--- src/rtl/hash_load_ctrl.sv ---
// hash_load_ctrl: byte-wise loader feeding the target-hash shift register, tracks complete digests
module hash_load_ctrl #(
    parameter int TOTAL_BYTES = 1024,
    parameter int HASH_BYTES  = 16
) (
    input  logic       clk,
    input  logic       n_rst,
    input  logic       load_start,
    input  logic       load_end,
    input  logic       byte_valid,
    input  logic [7:0] byte_in,
    output logic       byte_ready,
    output logic       shift_enable,
    output logic [7:0] serial_out,
    output logic [6:0] hash_count,
    output logic       load_busy,
    output logic       load_done,
    output logic       load_error
);
    localparam int CW = $clog2(TOTAL_BYTES + 1);
    localparam int PW = HASH_BYTES > 1 ? $clog2(HASH_BYTES) : 1;
    typedef enum logic [1:0] {IDLE, LOAD, DONE, ERROR} state_t;
    state_t        state;
    logic [CW-1:0] byte_cnt;
    logic [PW-1:0] byte_pos;
    logic [PW-1:0] pos_nxt;
    logic          accept;
    logic          digest_end;
    logic          full_nxt;
    // handshake, digest boundary and end-of-capacity detection; a restart drops any same-cycle byte
    always_comb begin
        load_busy  = state == LOAD;
        byte_ready = load_busy && byte_cnt < CW'(TOTAL_BYTES);
        accept     = byte_valid && byte_ready && !load_start;
        digest_end = accept && byte_pos == PW'(HASH_BYTES - 1);
        pos_nxt    = digest_end ? '0 : byte_pos + PW'(accept);
        full_nxt   = byte_cnt + CW'(accept) == CW'(TOTAL_BYTES);
    end
    // session FSM with registered shift outputs; the accepted byte is counted before load_end is judged
    always_ff @(posedge clk or negedge n_rst) begin
        if (!n_rst) begin
            state        <= IDLE;
            byte_cnt     <= '0;
            byte_pos     <= '0;
            shift_enable <= 1'b0;
            serial_out   <= '0;
            hash_count   <= '0;
            load_done    <= 1'b0;
            load_error   <= 1'b0;
        end else begin
            shift_enable <= accept;
            if (accept) serial_out <= byte_in;
            if (load_start) begin
                state      <= LOAD;
                byte_cnt   <= '0;
                byte_pos   <= '0;
                hash_count <= '0;
                load_done  <= 1'b0;
                load_error <= 1'b0;
            end else if (state == LOAD) begin
                byte_cnt <= byte_cnt + CW'(accept);
                byte_pos <= pos_nxt;
                if (digest_end) hash_count <= hash_count + 7'd1;
                if (full_nxt || (load_end && pos_nxt == '0)) begin
                    state     <= DONE;
                    load_done <= 1'b1;
                end else if (load_end) begin
                    state      <= ERROR;
                    load_error <= 1'b1;
                end
            end
        end
    end
endmodule

--- config.mk ---
export PLATFORM = sky130hd
export DESIGN_NAME = hash_load_ctrl
export DESIGN_NICKNAME = d
export VERILOG_FILES = /design/src/rtl/hash_load_ctrl.sv
export SDC_FILE = /design/constraint.sdc
export NUM_CORES = 1
export LEC_CHECK = 0
export ABC_AREA = 1
export ABC_CLOCK_PERIOD_IN_PS = 3500
export CORE_MARGIN = 1
export CORE_UTILIZATION = 35
export DETAILED_ROUTE_END_ITERATION = 6
export GPL_TIMING_DRIVEN = 0
export HOLD_SLACK_MARGIN = 0.06
export SLEW_MARGIN = 20
export SYNTH_ARGS = -nofsm -noshare
export SYNTH_HDL_FRONTEND = slang
export SYNTH_SLANG_ARGS = --single-unit
--- constraint.sdc ---
create_clock -name clk -period 3.5 [get_ports clk]
set_clock_uncertainty 0.2 [all_clocks]
set_input_delay 0.35 -clock clk [delete_from_list [all_inputs] [get_ports clk]]
set_output_delay 0.35 -clock clk [all_outputs]
set_load 0.005 [all_outputs]
==> results of run 1 <==
worst paths after layout:
| path | end | slack [ps] |
|---|---|---|
| hold / removal | serial_out[7]$_DFFE_PN0P_ | 280 |
| setup reg to reg | load_error$_DFFE_PN0P_ | 570 |
| max in group asynchronous | serial_out[2]$_DFFE_PN0P_ | 2310 |
| setup / recovery | load_error$_DFFE_PN0P_ | 410 |
| min in group asynchronous | byte_cnt[6]$_DFFE_PN0P_ | 340 |
| hold reg to reg | serial_out[7]$_DFFE_PN0P_ | 280 |
stage by stage:
step / setup WS, ps / utilization (%)
finish: 407 / 46.6
detailed placement: 85.3 / 44.8
global route: 67.5 / 46.6
global placement: 99.0 / 44.3
floorplan: 971 / -
CTS: 391 / 46.6
cells by family (layout without fill, tap and decap cells):
family / count (synthesis) / after routing / synth area share [%]
AOI/OAI and AO/OA: 29 / 29 / 8.63
xor gates and xnor gates: 3 / 3 / 1.42
adders and majority gates: 5 / 5 / 3.37
buffers and inverters: 34 / 76 / 6.94
DFF: 35 / 35 / 47.2
and+or+nand+nor: 134 / 134 / 32.5
worst max-delay path, cell delays in order:
cell,delay [ps]
sky130_fd_sc_hd__clkdlybuf4s50_1,540
sky130_fd_sc_hd__nor2_1,180
sky130_fd_sc_hd__nand2_2,170
sky130_fd_sc_hd__inv_2,110
sky130_fd_sc_hd__buf_2,260
sky130_fd_sc_hd__ha_1,270
sky130_fd_sc_hd__ha_1,230
sky130_fd_sc_hd__nand3_2,110
sky130_fd_sc_hd__nor2_2,140
sky130_fd_sc_hd__nand2_1,70
sky130_fd_sc_hd__nand2_1,90
sky130_fd_sc_hd__nand2_1,60
sky130_fd_sc_hd__nor2_1,110
sky130_fd_sc_hd__nand3_2,90
sky130_fd_sc_hd__nand2_2,80
sky130_fd_sc_hd__nand2_2,70
sky130_fd_sc_hd__nand3_1,70
sky130_fd_sc_hd__nand2_1,50
cell usage in the layout, fill, tap and decap left out:
master	count
sky130_fd_sc_hd__nand3_2	3
sky130_fd_sc_hd__clkinv_2	1
sky130_fd_sc_hd__o21ai_0	12
sky130_fd_sc_hd__nor2_4	1
sky130_fd_sc_hd__nand2_1	76
sky130_fd_sc_hd__dfrtp_1	35
sky130_fd_sc_hd__buf_2	2
sky130_fd_sc_hd__xor2_1	3
sky130_fd_sc_hd__nor2_1	16
sky130_fd_sc_hd__nand2_2	6
sky130_fd_sc_hd__clkbuf_8	5
sky130_fd_sc_hd__o22ai_1	7
sky130_fd_sc_hd__inv_1	28
sky130_fd_sc_hd__o21ai_1	3
sky130_fd_sc_hd__clkdlybuf4s50_1	31
sky130_fd_sc_hd__and2_1	1
sky130_fd_sc_hd__buf_16	1
sky130_fd_sc_hd__o31ai_1	1
sky130_fd_sc_hd__inv_2	3
sky130_fd_sc_hd__nor3_1	4
sky130_fd_sc_hd__a21oi_1	5
sky130_fd_sc_hd__clkbuf_1	4
sky130_fd_sc_hd__nor2_2	3
sky130_fd_sc_hd__ha_1	5
sky130_fd_sc_hd__dlygate4sd3_1	1
sky130_fd_sc_hd__nand3_1	20
sky130_fd_sc_hd__a21oi_2	1
sky130_fd_sc_hd__nor3_2	1
sky130_fd_sc_hd__nand2_4	1
sky130_fd_sc_hd__nand4_1	2
layout make-up:
| class | instances | area [um^2] |
|---|---|---|
| Buffer | 3 | 12.5 |
| Clock buffer | 7 | 76.3 |
| Clock inverter | 1 | 5.00 |
| Fill cell | 520 | 2730 |
| Inverter | 31 | 116 |
| Multi-Input combinational cell | 171 | 852 |
| Sequential cell | 35 | 876 |
| Tap cell | 70 | 87.6 |
| Timing Repair Buffer | 34 | 353 |
sequential cells by signal, summed over array words and instances, names as in the netlist:
name / cells
byte_cnt: 11
load_done: 1
serial_out: 8
load_error: 1
hash_count: 7
byte_pos: 4
state: 2
shift_enable: 1
per-layer routing:
metal  up-vias  global-route usage [%]  share of wire (%)
met2        28                    24.9                 44
met1       750                    22.4                 51
met4         0                    3.35               0.70
li1        850                       -                  -
met5         -                       0                  0
met3         5                    5.62                3.9
what timing repair did:
item | CTS | global route
resized for setup | 0 | 0
endpoints found under the hold margin | 17 | 0
hold buffers | 1 | 0
power by group:
group	switching, W	internal (W)
logic	0.000138	0.000155
registers	0.0000307	0.000463
clock network	0.000142	0.000140
==> impl_results.md, run 1 <==
* Final critical path time including I/O delays and setup at 3090 ps
* Cell total after placement at ~340
* Cts bufs inserted at 5
* Vias at ~1.6k
* Worst R2R Path Depth at 19
* I/O pin cnt at 33
* Per-cell via count in the routed design at roughly 4.6
* Chip Width at 74.8 um
* Sum Neg Setup Slack at 0 ps
* Top_reg_cell synth: sky130_fd_sc_hd__dfrtp_1
* Post-route DRC violation count at 0
* Top cells by count, synth: sky130_fd_sc_hd__nand2_1 (76), sky130_fd_sc_hd__dfrtp_1 (35), sky130_fd_sc_hd__inv_1 (28)
* Initial antenna violation count at 0
* Status: finished, final reports clean
* Worst skew pair latency at around 290 ps
* HPWL after DPL at slightly above 3000 um
* Sort of element at the end of the critical path: flop
* Library cell with the largest summed area after synthesis: sky130_fd_sc_hd__dfrtp_1
* Buffers added on ports at 32
* Launch point of the worst path: load_start
* Y dimension of the die at approximately 75 um
* H-tree level count at 2
* Power density over the cells at ~450 nW/um^2
* Post-detailed-route count of antenna-violating nets at 0
* Deepest clock path buffer count at 2
* Setup repair bufs after CTS at 0
* Required time reported for the critical path endpoint at approximately 3500 ps
* Category of the critical setup timing path: in -> reg
* Share of layout cells above drive strength 1 at under 10%
* Row count at 26
* Transition time at the pin with the least slew margin at 545 ps
* Synth Area per Inst at approximately 7.7 um^2
* Startpoint of the lowest-slack register-to-register path: state[1]$_DFFE_PN0P_
* Drt first pass iters at 4
* Synth Instances at between 200 and 250
* Critical path peak fanout at 12
* Top-area cell type share of the netlist area at 47.2%
* Global-route wire length before repair at 6730 um
* Routability Congestion at around 0.80
* Portion of the clock cycle consumed by the worst path in the final layout at a little under 90%
* Clock-pin slew of the registers on the worst-case setup and hold paths at approximately 60 ps
* Sequential area share after synthesis at a little under half
* Inserted Diodes at 0
* Hold/Removal Path Class: reg -> reg
* Final Routed Wirelength at approximately 4200 um
* Detailed router's first-iteration violation count at 58
* Fin nets at 299
* Area grow syn2layout at 28.1%
* Worst endpoint data arrival time at around 3100 ps
* Share of synthesized flip-flops with an asynchronous set or reset at 100%
* Cells taking the most area after synthesis: sky130_fd_sc_hd__dfrtp_1 (47%), sky130_fd_sc_hd__nand2_1 (15%), sky130_fd_sc_hd__inv_1 (5.7%)
* # setup viols final at 0
* Total cell area at the placement stage at 2290 um^2
* Total clock sinks at 35
* RSZ-0062 raised after global routing: no
* Most frequently used cell type in the post-synthesis netlist: sky130_fd_sc_hd__nand2_1
* Root buffer selected by CTS: sky130_fd_sc_hd__clkbuf_8
* Number of nets produced by synthesis at ~260
* Post-route insts no fill at approximately 350
* Cell area after layout at 2380 um^2
* TritonCTS clock tree: yes
* Leakage power at roughly 1.1 nW
* Hold slack final at 281 ps
* Number of flops mapped to enable cells by yosys at 0
* Critical path startpoint category: input pin
* Initial standard-cell utilization of the core at 36.4%
* Hold depth at 2
* Maximum vdd ir drop at 0.238 mV
* DR WL/cell at ~12 um
* Yosys reg bits at 35
* Post-synthesis cell area at 1860 um^2
* Remaining Overflow, GRT at 0
* Vias in the first global route at ~1.5k
* Relative slew slack at between 60 and 70%
* Total Die Area at about 5600 um^2
* Max Fclk at between 300 and 400 MHz
* Number of max-slew violations in the final report at 0
* Synth warn at 0
* Area of the core at around 5100 um^2
* PnR Total Power at roughly 0.0011 W
* Number of distinct library cell variants in the gate-level netlist after synthesis at 25
* Final Hold Vio Count at 0
* Largest net degree at the start of global routing at 19
* Maxcap violations at 0
* Total global-route track usage at between 10% and 20%
* Origin of the worst min-delay path: serial_out[7]$_DFFE_PN0P_
(Power assumes the default switching activity.)
==> run 2: changes to the inputs <==
- CORE_UTILIZATION: 35 -> 50
- PLACE_DENSITY: unset -> 0.76
==> run 2 against run 1 <==
Compared with the run above:
- count of clock-buffer cells in the layout unchanged
- fmax rose by 0.77%
- via count grew 1.4%
- power shrank 0.15%
- die area decreased by 29%
- worst setup slack better by 24 ps
- critical path depth fell by 1
- combinational power about the same
- design area shrank 1.5%
- largest cell class unchanged
- worst hold slack lost 11 ps
==> impl_results.md, run 2 (same netlist as run 1, synthesis figures left out) <==
* Status: finished, final reports clean
* RSZ-0062 raised after global routing: no
* Share of total power consumed by net switching at 29.1%
* Buffers added on ports at 32
* Leakage power at roughly 1.1 nW
* Switching power total at around 0.00031 W
* Max Fclk at between 300 and 400 MHz
* Maxcap violations at 0
* Area grow syn2layout at 26.2%
* Relative contribution of combinational cells to total power at 27.2%
* Cts bufs inserted at 5
* Part of the total power dissipated in the clock network at between 20% and 30%
* Post-detailed-route count of antenna-violating nets at 0
* Remaining Overflow, GRT at 0
* DR WL/cell at approximately 12 um
* Setup slack of the worst register-to-register path at roughly 640 ps
* Leading registers by flop count: byte_cnt (11), serial_out (8), hash_count (7)
* Critical path peak fanout at 13
* Power density over the cells at between 400 and 500 nW/um^2
* Initial antenna violation count at 0
* Worst skew pair latency at roughly 290 ps
* Post-route DRC violation count at 0
* I/O pin cnt at 33
* Setup repair bufs after CTS at 0
* Per-cell via count in the routed design at between 5 and 6
* Number of stages on the worst setup path at 17
* Delay of the slowest critical-path stage at between 500 and 600 ps
* Worst endpoint data arrival time at roughly 3100 ps
* Y dimension of the die at ~63 um
* Required time reported for the critical path endpoint at approximately 3500 ps
* Core utilization of the finished layout at approximately two thirds
* Commonest non-fill, non-tap cells in the layout: sky130_fd_sc_hd__nand2_1 (76), sky130_fd_sc_hd__dfrtp_1 (35), sky130_fd_sc_hd__clkdlybuf4s50_1 (31)
* Relative slew slack at between 60% and 70%
* Origin of the worst min-delay path: load_error$_DFFE_PN0P_
* Share of layout cells above drive strength 1 at about a tenth
* Number of max-slew violations in the final report at 0
* Total clock sinks at 35
* Startpoint of the lowest-slack register-to-register path: state[1]$_DFFE_PN0P_
* Vias in the first global route at between 1.5k and 2k
* Category of the critical setup timing path: in -> reg
* H-tree level count at 2
* Transition time at the pin with the least slew margin at 516 ps
* Total Die Area at just under 4000 um^2
* Inserted Diodes at 0
* Initial standard-cell utilization of the core at between 50% and 60%
* Hold/Removal Path Class: reg -> reg
* Clock-pin slew of the registers on the worst-case setup and hold paths at 70 ps
* Worst path top cell family by delay: simple AND/OR/NAND/NOR gates
* Global-route wire length before repair at 7180 um
* Drt first pass iters at 4
* Biggest register: byte_cnt
* Launch point of the worst path: load_start
* Routability Congestion at just under 0.9
* Final critical path time including I/O delays and setup at between 3000 and 4000 ps
* Detailed router's first-iteration violation count at 100
* Maximum vdd ir drop at 0.226 mV
* Sum Neg Setup Slack at 0 ps
* Vias at between 1.5k and 2k
* Root buffer selected by CTS: sky130_fd_sc_hd__clkbuf_8
* Area of the core at around 3400 um^2
* Largest net degree at the start of global routing at 23
* Final Routed Wirelength at approximately 4000 um
* Combined buffer and inverter count along the critical path at 2
* Internal power at 0.000756 W
* Chip Width at ~63 um
* Most common cell after layout, fill and taps aside: sky130_fd_sc_hd__nand2_1
* Deepest clock path buffer count at 2
* Total global-route track usage at between 20% and 30%
* Fin nets at 298
* Final Hold Vio Count at 0
* Sort of element at the end of the critical path: flop
* PostCTS Resize Cnt at 0
* # setup viols final at 0
* Slowest stage cell, crit path: sky130_fd_sc_hd__clkdlybuf4s50_1
* HPWL after DPL at around 3000 um
* Max reg flops at 11
* Most frequent cell on the critical path: sky130_fd_sc_hd__nand2_1
* Part of the power in registers at about 46%
* Reg-to-reg endpoint: state[1]$_DFFE_PN0P_
* Row count at 21
* TritonCTS clock tree: yes
* Critical path startpoint category: input pin
* CP Capture Point: state[1]$_DFFE_PN0P_
* Worst R2R Path Depth at 18
* Portion of the clock cycle consumed by the worst path in the final layout at 87.7%
* Cell-by-cell listing of the critical path: clkdlybuf4s50_1 -> nor2_1 -> nand2_2 -> inv_2 -> ha_1 -> ha_1 -> nand2_1 -> nor2_2 -> nand2_1 -> nand2_1 -> nand2_1 -> a21oi_2 -> nand3_2 -> nand2_2 -> nand2_1 -> nand3_1 -> nand2_1
## run 2: cell types whose count changed in the layout (fill, tap and decap cells not counted)
cell and delta:
sky130_fd_sc_hd__buf_2 -1
## run 2: through the flow
stage / area (um^2) / hold WS, ps / instances / total power (W) / worst slack (ps)
detailed placement: 2260 / 82.2 / 319 / 0.000793 / 43.3
floorplan: 1860 / -146 / 240 / 0.000620 / 971
global placement: 2230 / 258 / 318 / 0.000783 / 93.8
finish: 2340 / 270 / 327 / 0.00107 / 430
global route: 2340 / 312 / 327 / 0.00113 / 78.1
CTS: 2350 / 275 / 328 / 0.00107 / 297
## run 2: repair_timing
item,CTS,global route
hold endpoints to repair,13,0
endpoints found under the setup margin,0,2
hold buffers,1,0
## run 2: worst min path at each step
stage / endpoint / slack, ps / cells past startpoint
2_1_floorplan: byte_cnt[0]$_DFFE_PN0P_ / -150 / 0
3_3_place_gp: load_error$_DFFE_PN0P_ / 260 / 2
3_5_place_dp: byte_cnt[5]$_DFFE_PN0P_ / 80 / 1
4_1_cts: load_error$_DFFE_PN0P_ / 280 / 2
5_1_grt: byte_cnt[0]$_DFFE_PN0P_ / 310 / 2
6_report: load_error$_DFFE_PN0P_ / 270 / 2
## run 2: power groups by stage
stage,Sequential [W],Clock (W),Combinational [W]
floorplan,0.000504,0,0.000116
global placement,0.000499,0,0.000284
detailed placement,0.000501,0,0.000292
CTS,0.000493,0.000286,0.000295
global route,0.000502,0.000303,0.000327
finish,0.000493,0.000284,0.000290
## run 2: worst reg2reg max path, stage by stage (launching register included)
cell	delay [ps]
sky130_fd_sc_hd__dfrtp_1	380
sky130_fd_sc_hd__inv_1	70
sky130_fd_sc_hd__nand2_2	70
sky130_fd_sc_hd__nor2_4	110
sky130_fd_sc_hd__nand2_2	150
sky130_fd_sc_hd__inv_2	260
sky130_fd_sc_hd__ha_1	290
sky130_fd_sc_hd__ha_1	220
sky130_fd_sc_hd__nand2_1	100
sky130_fd_sc_hd__nor2_2	150
sky130_fd_sc_hd__nand2_1	80
sky130_fd_sc_hd__nand2_1	60
sky130_fd_sc_hd__nand2_1	70
sky130_fd_sc_hd__a21oi_2	140
sky130_fd_sc_hd__nand3_2	120
sky130_fd_sc_hd__nand2_2	90
sky130_fd_sc_hd__nand2_1	80
sky130_fd_sc_hd__nand3_1	80
sky130_fd_sc_hd__nand2_1	50
## run 2: area by class of cell
type,instances,area [um^2]
Buffer,2,7.51
Clock buffer,7,76.3
Clock inverter,1,5.00
Fill cell,292,1100
Inverter,31,116
Multi-Input combinational cell,171,852
Sequential cell,35,876
Tap cell,46,57.6
Timing Repair Buffer,34,353
## run 2: per-layer routing
metal	part of all wire [%]	wire [um]	global-route usage [%]
met5	0	0	0
met1	46	1870	29.1
met3	4.3	175	6.75
met2	48	1940	38.7
met4	1.5	60	8.14
==> run 3: changes to the inputs <==
- ABC_CLOCK_PERIOD_IN_PS: 3500 -> 3000
- CORE_UTILIZATION: 50 -> 52
- PLACE_DENSITY: 0.76 -> 0.79
- clock period: 3.5 -> 3 ns (I/O delays scaled with it)
==> run 3 against run 2 <==
Compared with the run above:
- first-iteration DRC count rose by 16%
- global-route usage grew 0.40 points
- non-clock buffer count unchanged
- sequential share of layout area unchanged
- cell count stayed put
- clock power is 26% higher
- count of clock-buffer cells in the layout fell by 1
- critical endpoint is now state[0]$_DFFE_PN0P_
- largest power group unchanged
- combinational power up 16%
- critical path depth grew 1
- design area stayed put
==> impl_results.md, run 3 (same netlist as run 1, synthesis figures left out) <==
* Clock-pin slew of the registers on the worst-case setup and hold paths at approximately 110 ps
* TritonCTS clock tree: yes
* Commonest non-fill, non-tap cells in the layout: sky130_fd_sc_hd__nand2_1 (76), sky130_fd_sc_hd__dfrtp_1 (35), sky130_fd_sc_hd__clkdlybuf4s50_1 (30)
* CP Capture Point: state[0]$_DFFE_PN0P_
* Total cell area at the placement stage at between 2000 and 2500 um^2
* Inserted Diodes at 0
* Routability Congestion at around 0.86
* Post-route DRC violation count at 0
* Detailed router's first-iteration violation count at 116
* Total Die Area at 3810 um^2
* Worst R2R Path Depth at 18
* Portion of the clock cycle consumed by the worst path in the final layout at about nine tenths
* Initial standard-cell utilization of the core at around 55%
* Critical path peak fanout at 13
* Vias at around 1.7k
* Maxcap violations at 0
* H-tree level count at 2
* Max Fclk at around 370 MHz
* Worst skew pair latency at between 300 and 400 ps
* Deepest clock path buffer count at 2
* Status: finished, final reports clean
* Root buffer selected by CTS: sky130_fd_sc_hd__clkbuf_4
* Per-cell via count in the routed design at approximately 5.2
* Row count at 21
* Setup slack of the worst register-to-register path at 280 ps
* Buffers added on ports at 32
* DR WL/cell at ~12 um
* Critical path startpoint category: flop
* Relative contribution of combinational cells to total power at 26.5%
* Final critical path time including I/O delays and setup at 2720 ps
* Biggest register: byte_cnt
* Cts bufs inserted at 5
* HPWL after DPL at roughly 2900 um
* Relative slew slack at 64.9%
* Leakage power at 1.07 nW
* PnR Total Power at roughly 0.0013 W
* Launch point of the worst path: state[1]$_DFFE_PN0P_
* Internal power at around 0.00091 W
* Vias in the first global route at approximately 1.6k
* I/O pin cnt at 33
* Global-route wire length before repair at approximately 6600 um
* Final Routed Wirelength at 3990 um
* FILL cells at between 200 and 300
* Number of max-slew violations in the final report at 0
* Part of the power in registers at between 40% and 50%
* Share of layout cells above drive strength 1 at about a tenth
* Leading registers by flop count: byte_cnt (11), serial_out (8), hash_count (7)
* Reg-to-reg endpoint: state[0]$_DFFE_PN0P_
* Switching power total at roughly 0.00035 W
* # setup viols final at 0
* Most common cell after layout, fill and taps aside: sky130_fd_sc_hd__nand2_1
* Drt first pass iters at 5
* Fin nets at 298
* Final Hold Vio Count at 0
* Hold/Removal Path Class: in -> async
* Category of the critical setup timing path: reg -> reg
* Setup repair bufs after CTS at 0
* RSZ-0062 raised after global routing: no
* Initial antenna violation count at 0
* Cell area after layout at ~2300 um^2
* Area of the core at about 3400 um^2
* Area grow syn2layout at 26.2%
* Largest net degree at the start of global routing at 30
* Chip Width at approximately 62 um
* Max reg flops at 11
* Required time reported for the critical path endpoint at just over 3000 ps
* Maximum vdd ir drop at 0.291 mV
* Share of total power consumed by net switching at around 28%
* Y dimension of the die at 61.8 um
* Transition time at the pin with the least slew margin at approximately 530 ps
* Remaining Overflow, GRT at 0
* Post-detailed-route count of antenna-violating nets at 0
* Startpoint of the lowest-slack register-to-register path: state[1]$_DFFE_PN0P_
* Total clock sinks at 35
* Total global-route track usage at a little under a quarter
* Part of the total power dissipated in the clock network at 28.2%
* Worst endpoint data arrival time at 2750 ps
* Sort of element at the end of the critical path: flop
* Power density over the cells at 540 nW/um^2
run 3: metal layers:
layer	GRT usage (%)	part of all wire, %
met3	6.63	4.3
met2	39.8	49
met4	6.98	1.1
met1	30.5	46
met5	0	0
run 3: area by class of cell:
class                      count  area, um^2  area share (%)
clock buffer                   6        51.3            2.19
timing repair buffer          34         344            14.7
tap                           46        57.6            2.46
multi-input combinational    171         855            36.5
clock inverter                 2        35.0            1.49
sequential                    35         876            37.4
inverter                      31         118            5.02
buffer                         2        7.51           0.320
run 3: metrics by stage:
step	std cells	TNS [ps]	hold slack, ps	utilization, %	setup slack [ps]
detailed placement	319	-1390	-43.4	66.4	-355
finish	327	0	123	69.1	284
global placement	318	-1270	261	65.9	-339
global route	327	0	135	69.1	1.73
floorplan	240	0	-196	-	471
CTS	328	0	118	69.2	81.9
run 3: timing repair:
| action | CTS | global route |
|---|---|---|
| endpoints found under the hold margin | 35 | 0 |
| resized for setup | 1 | 2 |
| endpoints found under the setup margin | 3 | 4 |
| hold buffers | 1 | 0 |
run 3: power groups by stage:
stage	registers [W]	logic [W]	clock network, W
floorplan	0.000588	0.000135	0
finish	0.000573	0.000335	0.000358
CTS	0.000574	0.000340	0.000363
global placement	0.000582	0.000329	0
detailed placement	0.000584	0.000338	0
global route	0.000583	0.000377	0.000387
run 3: critical path, stage by stage, from the launching register on:
cell,delay (ps)
sky130_fd_sc_hd__dfrtp_1,390
sky130_fd_sc_hd__inv_1,70
sky130_fd_sc_hd__nand2_2,80
sky130_fd_sc_hd__nor2_4,100
sky130_fd_sc_hd__nand2_2,140
sky130_fd_sc_hd__clkinv_2,210
sky130_fd_sc_hd__ha_2,260
sky130_fd_sc_hd__ha_1,200
sky130_fd_sc_hd__nand2_1,90
sky130_fd_sc_hd__nor2_2,150
sky130_fd_sc_hd__nand2_1,80
sky130_fd_sc_hd__nand2_1,60
sky130_fd_sc_hd__nand2_1,80
sky130_fd_sc_hd__a21oi_2,130
sky130_fd_sc_hd__nand3_2,100
sky130_fd_sc_hd__nand2_2,80
sky130_fd_sc_hd__nand2_1,70
sky130_fd_sc_hd__nand3_1,80
sky130_fd_sc_hd__nand2_1,50
run 3: worst min path at each step:
stage	slack, ps	cells after the start	end
after CTS	120	2	byte_cnt[4]$_DFFE_PN0P_
final	120	2	byte_cnt[4]$_DFFE_PN0P_
after global placement	260	2	serial_out[1]$_DFFE_PN0P_
after floorplan	-200	0	byte_cnt[0]$_DFFE_PN0P_
after detailed placement	-40	1	byte_cnt[2]$_DFFE_PN0P_
after global routing	130	2	byte_cnt[2]$_DFFE_PN0P_
